File: config.mk
export PLATFORM = sky130hd
export DESIGN_NAME = i4001_rom
export DESIGN_NICKNAME = d
export VERILOG_FILES = /design/src/rtl/i4001_pkg.sv /design/src/rtl/i4001_phase_tracker.sv /design/src/rtl/i4001_rom.sv
export SDC_FILE = /design/constraint.sdc
export NUM_CORES = 1
export LEC_CHECK = 0
export CAP_MARGIN = 20
export CORE_MARGIN = 4
export CORE_UTILIZATION = 30
export CTS_CLUSTER_DIAMETER = 100
export DETAILED_ROUTE_END_ITERATION = 16
export PLACE_DENSITY = 0.55
export SLEW_MARGIN = 25
export SYNTH_ARGS = -nofsm -noshare
export SYNTH_HDL_FRONTEND = slang
export SYNTH_SLANG_ARGS = --single-unit
File: constraint.sdc
create_clock -name sysclk -period 2.3 [get_ports sysclk]
set_clock_uncertainty 0.05 [all_clocks]
set_input_delay 0.23 -clock sysclk [delete_from_list [all_inputs] [get_ports sysclk]]
set_output_delay 0.23 -clock sysclk [all_outputs]
set_load 0.01 [all_outputs]
File: src/rtl/i4001_pkg.sv
// Shared definitions for the 4001 ROM/I/O responder: phase encoding, I/O opcodes,
// clock edge helpers and the instruction-cycle phase sequencer.
package i4001_pkg;

  typedef enum logic [3:0] {
    IDLE = 4'd0,
    A1   = 4'd1,
    A2   = 4'd2,
    A3   = 4'd3,
    M1   = 4'd4,
    M2   = 4'd5,
    X1   = 4'd6,
    X2   = 4'd7,
    X3   = 4'd8
  } phase_t;

  localparam logic [3:0] OPR_IO  = 4'hE;
  localparam logic [3:0] OPA_WRR = 4'h2;
  localparam logic [3:0] OPA_RDR = 4'hA;

  function automatic logic edge_rise(input logic cur, input logic prev);
    return cur & ~prev;
  endfunction

  function automatic logic edge_fall(input logic cur, input logic prev);
    return ~cur & prev;
  endfunction

  // Next phase of the 8-phase instruction cycle; IDLE only leaves via SYNC.
  function automatic phase_t phase_advance(input phase_t ph);
    phase_t nxt;
    case (ph)
      A1:      nxt = A2;
      A2:      nxt = A3;
      A3:      nxt = M1;
      M1:      nxt = M2;
      M2:      nxt = X1;
      X1:      nxt = X2;
      X2:      nxt = X3;
      X3:      nxt = A1;
      IDLE:    nxt = IDLE;
      default: nxt = IDLE;
    endcase
    return nxt;
  endfunction

endpackage

File: src/rtl/i4001_phase_tracker.sv
// Recovers the 4004 instruction-cycle phase from SYNC and the sampled CLK1/CLK2 levels.
module i4001_phase_tracker
  import i4001_pkg::*;
(
  input  logic   sysclk,
  input  logic   poc_n,
  input  logic   clk1,
  input  logic   clk2,
  input  logic   sync,
  output phase_t phase,
  output logic   clk1_rise,
  output logic   clk2_fall
);

  logic   clk1_d_q;
  logic   clk2_d_q;
  logic   sync_seen_q;
  logic   sync_seen_d;
  phase_t phase_q;
  phase_t phase_d;

  always_ff @(posedge sysclk or negedge poc_n) begin
    if (!poc_n) begin
      clk1_d_q    <= 1'b0;
      clk2_d_q    <= 1'b0;
      sync_seen_q <= 1'b0;
      phase_q     <= IDLE;
    end else begin
      clk1_d_q    <= clk1;
      clk2_d_q    <= clk2;
      sync_seen_q <= sync_seen_d;
      phase_q     <= phase_d;
    end
  end

  // A SYNC seen anywhere (or on the edge itself) restarts the cycle at A1.
  always_comb begin
    phase_d     = phase_q;
    sync_seen_d = sync_seen_q | sync;
    if (clk1_rise) begin
      if (sync_seen_q || sync) begin
        phase_d     = A1;
        sync_seen_d = 1'b0;
      end else begin
        phase_d = phase_advance(phase_q);
      end
    end else begin
      phase_d = phase_q;
    end
  end

  always_comb begin
    clk1_rise = edge_rise(clk1, clk1_d_q);
    clk2_fall = edge_fall(clk2, clk2_d_q);
    phase     = phase_q;
  end

endmodule

File: src/rtl/i4001_rom.sv
// 4001-class ROM and I/O port responder on the 4004 bus: address capture, opcode
// return in M1/M2, and SRC/WRR/RDR servicing of the 4-bit port.
module i4001_rom
  import i4001_pkg::*;
#(
  parameter logic [3:0] CHIP_ID = 4'h0,
  parameter logic [3:0] IO_MASK = 4'hF
) (
  input  logic       sysclk,
  input  logic       poc_n,
  input  logic       clk1,
  input  logic       clk2,
  input  logic       sync,
  input  logic       cm_rom,
  input  logic [3:0] data_in,
  output logic [3:0] data_out,
  output logic       data_oe,
  output logic [7:0] rom_addr,
  input  logic [7:0] rom_data,
  input  logic [3:0] io_in,
  output logic [3:0] io_out
);

  phase_t     phase_s;
  logic       clk1_rise_s;
  logic       clk2_fall_s;
  logic       rdr_s;

  logic [7:0] addr_q, addr_d;
  logic [7:0] rom_addr_q, rom_addr_d;
  logic       sel_q, sel_d;
  logic [3:0] opr_q, opr_d;
  logic [3:0] opa_q, opa_d;
  logic       io_cyc_q, io_cyc_d;
  logic       src_sel_q, src_sel_d;
  logic [3:0] io_out_q, io_out_d;
  logic [3:0] data_out_q, data_out_d;
  logic       data_oe_q, data_oe_d;

  i4001_phase_tracker u_tracker (
    .sysclk    (sysclk),
    .poc_n     (poc_n),
    .clk1      (clk1),
    .clk2      (clk2),
    .sync      (sync),
    .phase     (phase_s),
    .clk1_rise (clk1_rise_s),
    .clk2_fall (clk2_fall_s)
  );

  always_ff @(posedge sysclk or negedge poc_n) begin
    if (!poc_n) begin
      addr_q     <= 8'h00;
      rom_addr_q <= 8'h00;
      sel_q      <= 1'b0;
      opr_q      <= 4'h0;
      opa_q      <= 4'h0;
      io_cyc_q   <= 1'b0;
      src_sel_q  <= 1'b0;
      io_out_q   <= 4'h0;
      data_out_q <= 4'h0;
      data_oe_q  <= 1'b0;
    end else begin
      addr_q     <= addr_d;
      rom_addr_q <= rom_addr_d;
      sel_q      <= sel_d;
      opr_q      <= opr_d;
      opa_q      <= opa_d;
      io_cyc_q   <= io_cyc_d;
      src_sel_q  <= src_sel_d;
      io_out_q   <= io_out_d;
      data_out_q <= data_out_d;
      data_oe_q  <= data_oe_d;
    end
  end

  // Bus capture on clk2_fall; the opcode is snooped whether or not this chip drove it.
  always_comb begin
    addr_d     = addr_q;
    rom_addr_d = rom_addr_q;
    sel_d      = sel_q;
    opr_d      = opr_q;
    opa_d      = opa_q;
    io_cyc_d   = io_cyc_q;
    src_sel_d  = src_sel_q;
    io_out_d   = io_out_q;
    if (clk2_fall_s) begin
      case (phase_s)
        A1: addr_d[3:0] = data_in;
        A2: addr_d[7:4] = data_in;
        A3: begin
          sel_d      = cm_rom & (data_in == CHIP_ID);
          rom_addr_d = addr_q;
        end
        M1: opr_d = data_in;
        M2: begin
          opa_d    = data_in;
          io_cyc_d = cm_rom & (opr_q == OPR_IO);
        end
        X2: begin
          if (cm_rom && !io_cyc_q) begin
            src_sel_d = (data_in == CHIP_ID);
          end else if (io_cyc_q && src_sel_q && (opa_q == OPA_WRR)) begin
            io_out_d = data_in & IO_MASK;
          end else begin
            src_sel_d = src_sel_q;
          end
        end
        default: addr_d = addr_q;
      endcase
    end else begin
      addr_d = addr_q;
    end
  end

  // Drive decisions follow the registered phase, so the pads lag clk1_rise by one sysclk.
  always_comb begin
    rdr_s      = io_cyc_q & src_sel_q & (opa_q == OPA_RDR);
    data_out_d = 4'h0;
    data_oe_d  = 1'b0;
    case (phase_s)
      M1: begin
        if (sel_q) begin
          data_oe_d  = 1'b1;
          data_out_d = rom_data[7:4];
        end else begin
          data_oe_d = 1'b0;
        end
      end
      M2: begin
        if (sel_q) begin
          data_oe_d  = 1'b1;
          data_out_d = rom_data[3:0];
        end else begin
          data_oe_d = 1'b0;
        end
      end
      X2: begin
        if (rdr_s) begin
          data_oe_d  = 1'b1;
          data_out_d = io_in & ~IO_MASK;
        end else begin
          data_oe_d = 1'b0;
        end
      end
      default: data_oe_d = 1'b0;
    endcase
  end

  always_comb begin
    data_out = data_out_q;
    data_oe  = data_oe_q;
    rom_addr = rom_addr_q;
    io_out   = io_out_q;
  end

endmodule
==> impl_metrics.toml <==
[drt]
first_pass_iters = 4
routed_wl_mm = 3.756
wl_per_cell_um = 15.21
ant_nets = 0
drc = 0
viasPerCell = 4.757
drt_iter0_markers = 38
num_vias = 1175

[critical_path]
required_ns = 2.42
start_kind = "flop"
path_class = "flop to flop"
arrival_ns = 1.82
end_kind = "flop"
path_max_fanout = 10

[layout]
ff_latch_area_mm2 = 0.001076
stdcell_count = 247
drive_above_1_share = 0.2442
final_cell_area_mm2 = 0.002361
multi_input_area_um2 = 708.2
diodes = 0
syn_to_final_growth_pct = 29.25
final_nets = 198
nFillCells = 552

[clock_network]
clkLatencyLatePin_ns = 0.29
ctsLongestPathBuffers = 2
postCtsHoldBufs = 0
cts_resized = 0
cts.sinks = 43
htreeDepth = 2
numCtsBuffers = 5
cts_root_buf = "clkbuf_8"
post-cts-setup-buffer-count = 0
clkTransAtPathRegs_ns = 0.08
cts_tree = "done"

[logic_synthesis]
syn-instance-count = 131
yosysMostFrequentCell = "dfrtp_1"
synthArstFlopShare = 1.000
netlist.area_leader.share = 0.5890
ys_ff_latch = 43
netlist_area_mm2 = 0.001827
synth_area_leaders = "dfrtp_1, mux2_2, ha_1, nand3b_1, mux2i_1"
synth-seq-area-share = 0.5890
ys_warn_count = 0
synthFlopType = "dfrtp_1"
syn_nets = 158
yosys-top-cells-count = "dfrtp_1, mux2_2, nor2_1"
synth_edf_count = 0
synth_area_per_cell_um2 = 13.94
ys_types = 26
synthDominantAreaCellType = "dfrtp_1"

[power]
switching_power_uw = 475.6
p_int_uw = 1442
cellPowerDensity_mw_per_mm2 = 812.4
pwr-share-clk = 0.301
p_seq_frac = 0.503
vdd_drop_max_v = 0.0005784
finalPower_uw = 1918
p_comb_frac = 0.196
power.share.switching = 0.2480
p_leak_uw = 0.001056

[die]
die_area_mm2 = 0.007402
core_area_mm2 = 0.005921
die_width_um = 86.04
ios = 39
start_util = 0.3085
die_h_um = 86.04
fp-row-count = 28

[timing]
fmax_mhz = 589.1
setup_slack_ns = 0.6026
period_minus_slack_ns = 1.697
min_period_over_period = 0.7380
rsz0062_at_grt = "no"
finalSetupViolations = 0
hold_viol = 0
final_max_slew_viol_count = 0
tightestPinTransition_ns = 0.5404
relSlewSlack = 0.6397
setup_tns_ns = 0

[status]
status = "finished, final reports clean"

[placed_design]
dp.cells = 238
pre_cts_slack_ns = 0.3982
place.gp.congestion = 0.8295
port_buffers = 34
placedInstanceArea_mm2 = 0.002236
dpl.hpwl_mm = 2.732

[global_routing]
grt_max_degree = 44
grt_usage = 0.1102
grt_remaining_overflow = 0
grt_pass1_wl_mm = 6.279
antenna_found_initial = 0
grt_pass1_vias = 1256

[job]
max_cap_violations = 0

[worst_hold_path]
min_path_type = "input pin to flop"
-- metal layers --
metal,track usage,wire length (um),vias up
met2,0.1738,1778,36
met5,0,0,-
li1,-,-,550
met3,0.03074,212,5
met4,0.04748,63,0
met1,0.1413,1702,584
-- layout by cell type (no fill, tap or decap) --
cell / Yosys / layout
mux2_2: 29 / 29
ha_1: 5 / 5
nor2_1: 8 / 8
nor3b_1: 1 / 1
nand4_1: 1 / 1
clkinv_2: 0 / 1
clkdlybuf4s50_1: 0 / 33
dlygate4sd3_1: 0 / 1
nor4_1: 3 / 3
a22oi_1: 4 / 4
nand2b_1: 2 / 2
and4b_2: 1 / 1
nand4b_1: 2 / 2
buf_4: 0 / 2
nor2b_1: 2 / 2
a21boi_0: 1 / 1
mux2i_1: 3 / 3
bufinv_16: 0 / 1
nand3_1: 2 / 2
o21ai_0: 4 / 4
inv_1: 4 / 4
o2111ai_1: 1 / 1
clkbuf_8: 0 / 5
nand4bb_1: 1 / 1
o2bb2ai_1: 1 / 1
or3b_2: 1 / 1
dfrtp_1: 43 / 43
nand2_1: 3 / 3
nor3b_4: 1 / 1
nand3b_1: 5 / 5
clkinv_4: 0 / 1
-- power groups by stage --
stage	clock [uW]	combinational, uW	sequential (uW)
after detailed placement	0	382	983
final	577	377	964
after global placement	0	370	971
after global routing	623	409	981
after CTS	596	384	967
after floorplan	0	171	984
-- sequential cells by signal (all words and copies together), names as in the netlist --
register,cells
u_tracker.clk1_d_q,1
sel_q,1
data_out,4
u_tracker.phase,4
rom_addr,8
opr_q,4
src_sel_q,1
data_oe,1
io_out,4
u_tracker.sync_seen_q,1
io_cyc_q,1
addr_q,8
opa_q,4
u_tracker.clk2_d_q,1
-- through the flow --
| step | utilization | hold WS [ns] |
|---|---|---|
| 2_1_floorplan | - | -0.1156 |
| 3_3_place_gp | 0.3776 | 0.3581 |
| 3_5_place_dp | 0.3776 | 0.3849 |
| 4_1_cts | 0.3967 | 0.05556 |
| 5_1_grt | 0.3988 | 0.3988 |
| 6_report | 0.3988 | 0.3923 |
-- path summary, 6_finish.rpt --
check / from / end / slack [ns] / cells past startpoint
max: u_tracker.phase[3] / rom_addr[6] / 0.60 / 4
min: clk1 / u_tracker.clk1_d_q / 0.39 / 1
max reg2reg: u_tracker.phase[3] / rom_addr[6] / 0.60 / 4
min reg2reg: opa_q[0] / opa_q[0] / 0.45 / 1
max in group asynchronous: poc_n / io_out[3] / 1.42 / 2
min in group asynchronous: poc_n / addr_q[3] / 0.40 / 2
-- logic make-up (layout without fill, tap and decap cells) --
family | count (synthesis) | in the layout | share of synthesized area
compound gates | 11 | 11 | 0.04110
fa+ha+maj | 5 | 5 | 0.03425
buf+inv | 7 | 48 | 0.02328
flops | 43 | 43 | 0.5890
mux | 32 | 32 | 0.1952
simple gates | 33 | 33 | 0.1171
-- layout make-up --
cell class / count / area share
clock buffers: 5 / 0.02915
clock inverters: 3 / 0.01855
inverters: 4 / 0.006359
multi-input cells: 81 / 0.2999
flip-flops and latches: 43 / 0.4557
well taps: 75 / 0.03975
repair buffers: 36 / 0.1505
-- worst max-delay path, stage by stage (launching register included) --
cell and delay [ns]:
dfrtp_1 0.51, nor3b_4 0.36, nand3b_1 0.18, buf_4 0.21
mux2_2 0.28
Note: power is estimated with default switching activity, not from simulation.
